File: src/rtl/uart_word_loader.sv
// uart_word_loader: packs received UART bytes into 32-bit words and writes them
// to consecutive RAM addresses starting from a programmable base.
module uart_word_loader #(
  parameter int ADDR_WIDTH = 12,
  parameter int TIMEOUT_CYCLES = 1000000,
  parameter bit BIG_ENDIAN = 1
) (
  input  logic                  clk,
  input  logic                  reset,
  input  logic [7:0]            rx_byte,
  input  logic                  rx_valid,
  input  logic                  set_addr,
  input  logic [ADDR_WIDTH-1:0] start_addr,
  input  logic                  err_clr,
  output logic                  wr_en,
  output logic [ADDR_WIDTH-1:0] wr_addr,
  output logic [31:0]           wr_data,
  output logic                  busy,
  output logic [ADDR_WIDTH:0]   word_count,
  output logic                  overflow,
  output logic                  timeout_err
);
  localparam int TW = $clog2(TIMEOUT_CYCLES + 1);
  typedef enum logic [1:0] {IDLE, COLLECT, WRITE} state_t;
  state_t state, state_n;
  logic [1:0] idx, eff_idx, lane;
  logic [TW-1:0] tcnt;
  logic [31:0] word, word_n;
  logic [ADDR_WIDTH-1:0] ptr;
  logic tmo;
  always_ff @(posedge clk)
    if (reset) state <= IDLE;
    else state <= state_n;
  // set_addr restarts the word, so a coincident byte always lands as byte 0
  always_comb begin
    eff_idx = set_addr ? 2'd0 : idx;
    tmo = state == COLLECT && !rx_valid && !set_addr && tcnt == TW'(TIMEOUT_CYCLES - 1);
    state_n = rx_valid ? (eff_idx == 2'd3 ? WRITE : COLLECT) :
              (set_addr || tmo || state == WRITE) ? IDLE : state;
  end
  always_comb begin
    wr_en = state == WRITE;
    busy = state == COLLECT;
  end
  always_comb begin
    lane = BIG_ENDIAN ? 2'd3 - eff_idx : eff_idx;
    word_n = word;
    word_n[lane*8 +: 8] = rx_byte;
  end
  always_ff @(posedge clk) begin
    if (reset) begin
      idx <= '0;
      tcnt <= '0;
      word <= '0;
      ptr <= '0;
      wr_addr <= '0;
      wr_data <= '0;
      word_count <= '0;
      overflow <= 1'b0;
      timeout_err <= 1'b0;
    end else begin
      idx <= rx_valid ? eff_idx + 2'd1 : (set_addr || tmo) ? 2'd0 : idx;
      tcnt <= (rx_valid || set_addr || tmo || state != COLLECT) ? '0 : tcnt + TW'(1);
      if (rx_valid) word <= word_n;
      if (rx_valid && eff_idx == 2'd3) begin
        wr_addr <= ptr;
        wr_data <= word_n;
      end
      if (set_addr) begin
        ptr <= start_addr;
        word_count <= '0;
      end else if (state == WRITE) begin
        ptr <= ptr + ADDR_WIDTH'(1);
        if (word_count != '1) word_count <= word_count + (ADDR_WIDTH+1)'(1);
      end
      if (state == WRITE && !set_addr && ptr == '1) overflow <= 1'b1;
      else if (err_clr) overflow <= 1'b0;
      if (tmo) timeout_err <= 1'b1;
      else if (err_clr) timeout_err <= 1'b0;
    end
  end
endmodule

File: config.mk
export PLATFORM = sky130hd
export DESIGN_NAME = uart_word_loader
export DESIGN_NICKNAME = d
export VERILOG_FILES = /design/src/rtl/uart_word_loader.sv
export SDC_FILE = /design/constraint.sdc
export NUM_CORES = 1
export LEC_CHECK = 0
export ABC_AREA = 0
export CAP_MARGIN = 5
export CORE_UTILIZATION = 35
export CTS_CLUSTER_SIZE = 30
export DETAILED_ROUTE_END_ITERATION = 8
export PLACE_DENSITY = 0.68
export SYNTH_ARGS = -nofsm -noshare
export SYNTH_HDL_FRONTEND = slang
export SYNTH_SLANG_ARGS = --single-unit
File: constraint.sdc
create_clock -name clk -period 2.9 [get_ports clk]
set_input_delay 0.725 -clock clk [delete_from_list [all_inputs] [get_ports clk]]
set_output_delay 0.725 -clock clk [all_outputs]
set_load 0.05 [all_outputs]
# After elaboration in Yosys (flattened, before gate mapping)
# Index checks and enable logic that the tools add are counted.
word_totals:
  reg_bits: 127
  word_cells: 58
op_classes:
  addsub: 6
  eq_ne: 7
  n_shift: 2
  muxes: 12
  reduce_logical: 21
ops:
  columns: ["cell", "n"]
  rows:
  - ["$neg A5 Y34", 1]
  - ["$shift A8 B34 Y32 const A", 1]
  - ["$shiftx A8 B34 Y32", 1]
  - ["$bwmux W32", 1]
  - ["$mux W12", 2]
  - ["$add A20 B1 Y20 const B", 1]
  - ["$eq A20 B20 Y1 const B", 1]
  - ["$add A13 B1 Y13 const B", 1]
  - ["$ne A13 B13 Y1 const B", 1]
  - ["$add A12 B1 Y12 const B", 1]
  - ["$eq A12 B12 Y1 const B", 1]
  - ["$mux W2", 6]
  - ["$reduce_bool A2 Y1", 5]
  - ["$logic_and A1 B1 Y1", 6]
  - ["$logic_or A1 B1 Y1", 5]
  - ["$eq A2 B2 Y1 const B", 2]
  - ["$reduce_or A2 Y1", 2]
  - ["$mux W1", 3]
  - ["$add A2 B1 Y2 const B", 1]
  - ["$eq A2 B1 Y1 const B", 1]
  - ["$logic_not A1 Y1", 2]
  - ["$ne A2 B1 Y1 const B", 1]
  - ["$reduce_and A2 Y1", 1]
  - ["$sub A2 B2 Y2 const A", 1]

# Logic depth before layout (Yosys ltp)
logic_depth:
  depth_word: 8
  ltp_mapped: 10
  ltp_nobuf: 8

# Least setup slack after synthesis
# Ideal clock, no wire load.
synth_timing:
  path_type: "input to register"
  start: "input set_addr"
  end: "register word[10]"
  setup_ps: 86
  arrival_time_ps: 2270
  setup_slack_ps: 545
  stages: 7
  path_cell_list: "clkinv_1 > nand2_1 > inv_1 > ha_1 > nor4b_2 > a21oi_1 > a211oi_1"
synth_via:
  elab_chain_len: 5
  word_cells_on_any_way: 6
  cone_classes: "2 x add/sub; 2 x shift; 2 x mux"
synth_rtl:
  columns: ["item", "line_no", "text"]
  rows:
  - ["from (decl)", "12", "input logic set_addr,"]
  - ["$mux W2 (*)", "36", "eff_idx = set_addr ? 2'd0 : idx;"]
  - ["$sub A2 B2 Y2 (*)", "46", "lane = BIG_ENDIAN ? 2'd3 - eff_idx : eff_idx;"]
  - ["$neg A5 Y34 (*)", "48", "word_n[lane*8 +: 8] = rx_byte;"]
  - ["$shiftx A8 B34 Y32 or $shift A8 B34 Y32 (tied branches)", "48", null]
  - ["$bwmux W32 (*)", "48", null]
  - ["to (signal assigned)", "64", "if (rx_valid) word <= word_n;"]
  - ["to (decl)", "28", "logic [31:0] word, word_n;"]
# Mark *: on every way between the ends. The rest lies on a longest branch, timed or not.
# A chain may end at the register's enable or synchronous reset.

# Worst setup path after layout
layout_timing:
  start: "register state[0]"
  end: "output busy"
layout_via:
  elab_chain_len: 1
layout_rtl:
  columns: ["item", "line_no", "text"]
  rows:
  - ["from (decl)", "25", "state_t state, state_n;"]
  - ["from (signal assigned)", "33", "else state <= state_n;"]
  - ["$eq A2 B1 Y1", "43", "busy = state == COLLECT;"]
  - ["to (decl)", "18", "output logic busy,"]
# Every way passes these cells.

==> impl_metrics.py <==
metrics = {
    "run_status": {
        "status": "finished, final reports clean",
    },
    "job": {
        "drv_cap": 0,
    },
    "placed_design": {
        "hpwl_um": 9330,
        "port_buffers": 85,
        "place.gp.congestion": 0.841,
    },
    "cts": {
        "cts_max_level": 4,
        "clock_latency_ns": 0.41,
        "numCtsBuffers": 17,
        "tritoncts": "done",
        "path_clk_slew_ns": 0.06,
        "clock-sinks": 127,
        "holdBufCountCts": 0,
        "cts_root_buf": "clkbuf_16",
        "clk_path_buf_depth": 2,
        "post_cts_buffers": 0,
    },
    "route": {
        "drt-vias-per-instance": 5.31,
        "drtAntennaViolNets": 0,
        "drc_errors": 0,
        "drt_iter0_markers": 314,
        "vias": 4831,
        "firstDrtPassIters": 5,
        "postRouteWirelength_um": 13800,
        "wire_per_inst_um": 15.2,
    },
    "power": {
        "power_frac_seq_pct": 44.3,
        "cellLeakagePower_uw": 0.00243,
        "p_per_area_nw_per_um2": 580,
        "clockPowerShare_pct": 49.7,
        "sw_frac_of_total_pct": 22.1,
        "finalPower_uw": 4110,
        "p_switching_uw": 907,
        "peakVddDrop_uv": 385,
        "p_int_uw": 3210,
        "pwr-share-comb_pct": 6.0,
    },
    "sta": {
        "clock_skew_ns": 0.0108,
        "finalCriticalPeriod_ns": 2.57,
        "setup_viol": 0,
        "max_freq_ghz": 0.390,
        "rsz0062_at_grt": "no",
        "setup-tns-final_ns": 0,
        "finalHoldViolations": 0,
        "maxSlewHeadroom_pct": 46.9,
        "tightest_slew_ns": 0.789,
        "final-max-slew-violation-count": 0,
        "period_share_pct": 88.5,
    },
    "critical_path": {
        "r2r-end": "word_count[9]",
        "critical_path.top_delay_family": "buffers and inverters",
        "worstSetupStartpointType": "flop",
        "cp_cell_sequence": "nor2b_1, clkdlybuf4s50_1",
        "rr_worst_depth": 5,
        "cpPeakStageDelay_ns": 0.83,
        "r2r_slack_ns": 0.99,
        "cp-end-kind": "output pin",
        "crit_arrival_ns": 1.84,
        "worstSetupPathType": "reg -> out",
        "crit-reg2reg-launch": "state[0]",
        "crit_path_max_fanout": 6,
        "critical-path-slowest-cell": "clkdlybuf4s50_1",
        "required_ns": 2.17,
        "path_buf_inv": 1,
    },
    "hold_path": {
        "hold_depth": 2,
        "whs_endpoint": "wr_addr[1]",
        "worstHoldPathType": "reg -> reg",
        "hp-start": "wr_addr[1]",
    },
    "logic_synthesis": {
        "async_flop_share_pct": 0,
        "synth-edff-count": 0,
        "synth_area_leaders": "dfxtp_1 47%, a211oi_1 9.8%, nor2_1 6.9%",
        "synth_area_um2": 5460,
        "netlist_instances": 628,
        "synthFlopType": "dfxtp_1",
        "syn_avg_cell_area_um2": 8.70,
        "netlist.area_leader.share_pct": 46.5,
        "synthTopCellsByCount": "127 x dfxtp_1, 101 x nor2_1, 71 x a211oi_1",
        "syn_nets": 661,
        "ys_seq_area_share_pct": 46.5,
        "ys_warn_count": 0,
        "ys_seq_elements": 127,
        "synth_cell_types": 60,
        "synth_top_area_cell": "dfxtp_1",
        "synth.most_common_cell": "dfxtp_1",
    },
    "final_layout": {
        "num_antenna_cells": 0,
        "drive_gt1_share_pct": 9.02,
        "areaGrowthSynthToFinish_pct": 29.7,
        "n_fill_cell": 1470,
        "nets": 744,
    },
    "floorplanning": {
        "start_util_pct": 35.9,
        "dieArea_um2": 16100,
        "ios": 86,
        "die_h_um": 127,
        "num_rows": 45,
        "core_area_um2": 15200,
        "die_x_um": 127,
    },
    "grt": {
        "overflow": 0,
        "antenna_found_initial": 0,
        "grt_max_degree": 73,
        "grt_pass1_wl_um": 22800,
        "grt_pass1_vias": 4644,
        "grt_usage_pct": 17.9,
    },
}
what timing repair did:
| item | 4_1_cts | 5_1_grt |
|---|---|---|
| endpoints found under the hold margin | 0 | 0 |
| setup endpoints to repair | 0 | 1 |
| gates resized for setup | 0 | 1 |
metal layers:
metal  global-route usage [%]  vias to the layer above  routed length (µm)
met5                        0                        -                   0
met4                     9.24                        0                 374
met3                     4.47                       26                 605
met2                     27.6                      142                6270
met1                     23.2                     2245                6550
li1                         -                     2418                   -
sequential cells by signal, indices dropped and copies added, names as in the netlist:
register / flops
tcnt: 20
ptr: 12
overflow: 1
wr_addr: 12
idx: 2
timeout_err: 1
word_count: 13
word: 32
state: 2
wr_data: 32
cell type report:
type	instances	area, µm²	share of cell area [%]
inverters	10	37.5	0.530
clock buffers	22	474	6.69
multi-input cells	453	2720	38.3
flip-flops and latches	127	2540	35.9
clock inverters	7	87.6	1.24
repair buffers	102	996	14.1
well taps	188	235	3.32
worst register-to-register path, stage by stage (launching register included):
cell,delay (ns)
dfxtp_1,0.35
nand2b_2,0.27
inv_2,0.23
nand4_2,0.25
or4_1,0.54
a21oi_1,0.18
cells in the final DEF (no fill, tap or decap), drive strengths merged, types with 16 or more instances in the layout:
cell type,instances
dfxtp,127
clkdlybuf4s50,82
buf,19
a211oi,71
nor2b,27
a21oi,55
nand3,16
nor2,101
clkbuf,22
nand2,43
worst max-delay path by stage:
stage / slack [ns] / startpoint / endpoint / depth (start not counted)
2_1_floorplan: 0.54 / set_addr / word[10] / 7
3_3_place_gp: 0.1 / set_addr / wr_data[9] / 8
3_5_place_dp: 0.06 / set_addr / wr_data[9] / 8
4_1_cts: 0.05 / state[0] / wr_en / 3
5_1_grt: 0.27 / state[0] / busy / 2
6_report: 0.33 / state[0] / busy / 2
cell families after synthesis:
group | synth area share [%]
AND/OR/NAND/NOR | 24.4
buffers and inverters | 3.80
XOR/XNOR | 3.53
flip-flops | 46.5
AO/OA/AOI/OAI | 19.7
multiplexers | 0.183
adder cells (fa/ha/maj) | 1.83
power groups by stage:
stage,Clock [µW],Sequential (µW),Combinational (µW)
floorplan,0,1850,156
global placement,0,1860,237
detailed placement,0,1860,244
CTS,2090,1820,245
global route,2170,1830,271
finish,2050,1820,245
per-stage QoR:
stage	util, %	area (µm²)	instances	hold WS (ns)	worst slack (ns)
after global placement	42.9	6520	880	0.450	0.0973
final	46.6	7090	909	0.460	0.335
after global routing	46.6	7090	909	0.487	0.271
after floorplan	-	5460	628	0.437	0.545
after CTS	46.6	7090	909	0.462	0.0510
after detailed placement	42.9	6520	880	0.449	0.0602
Power figures use the tool's default switching activity.
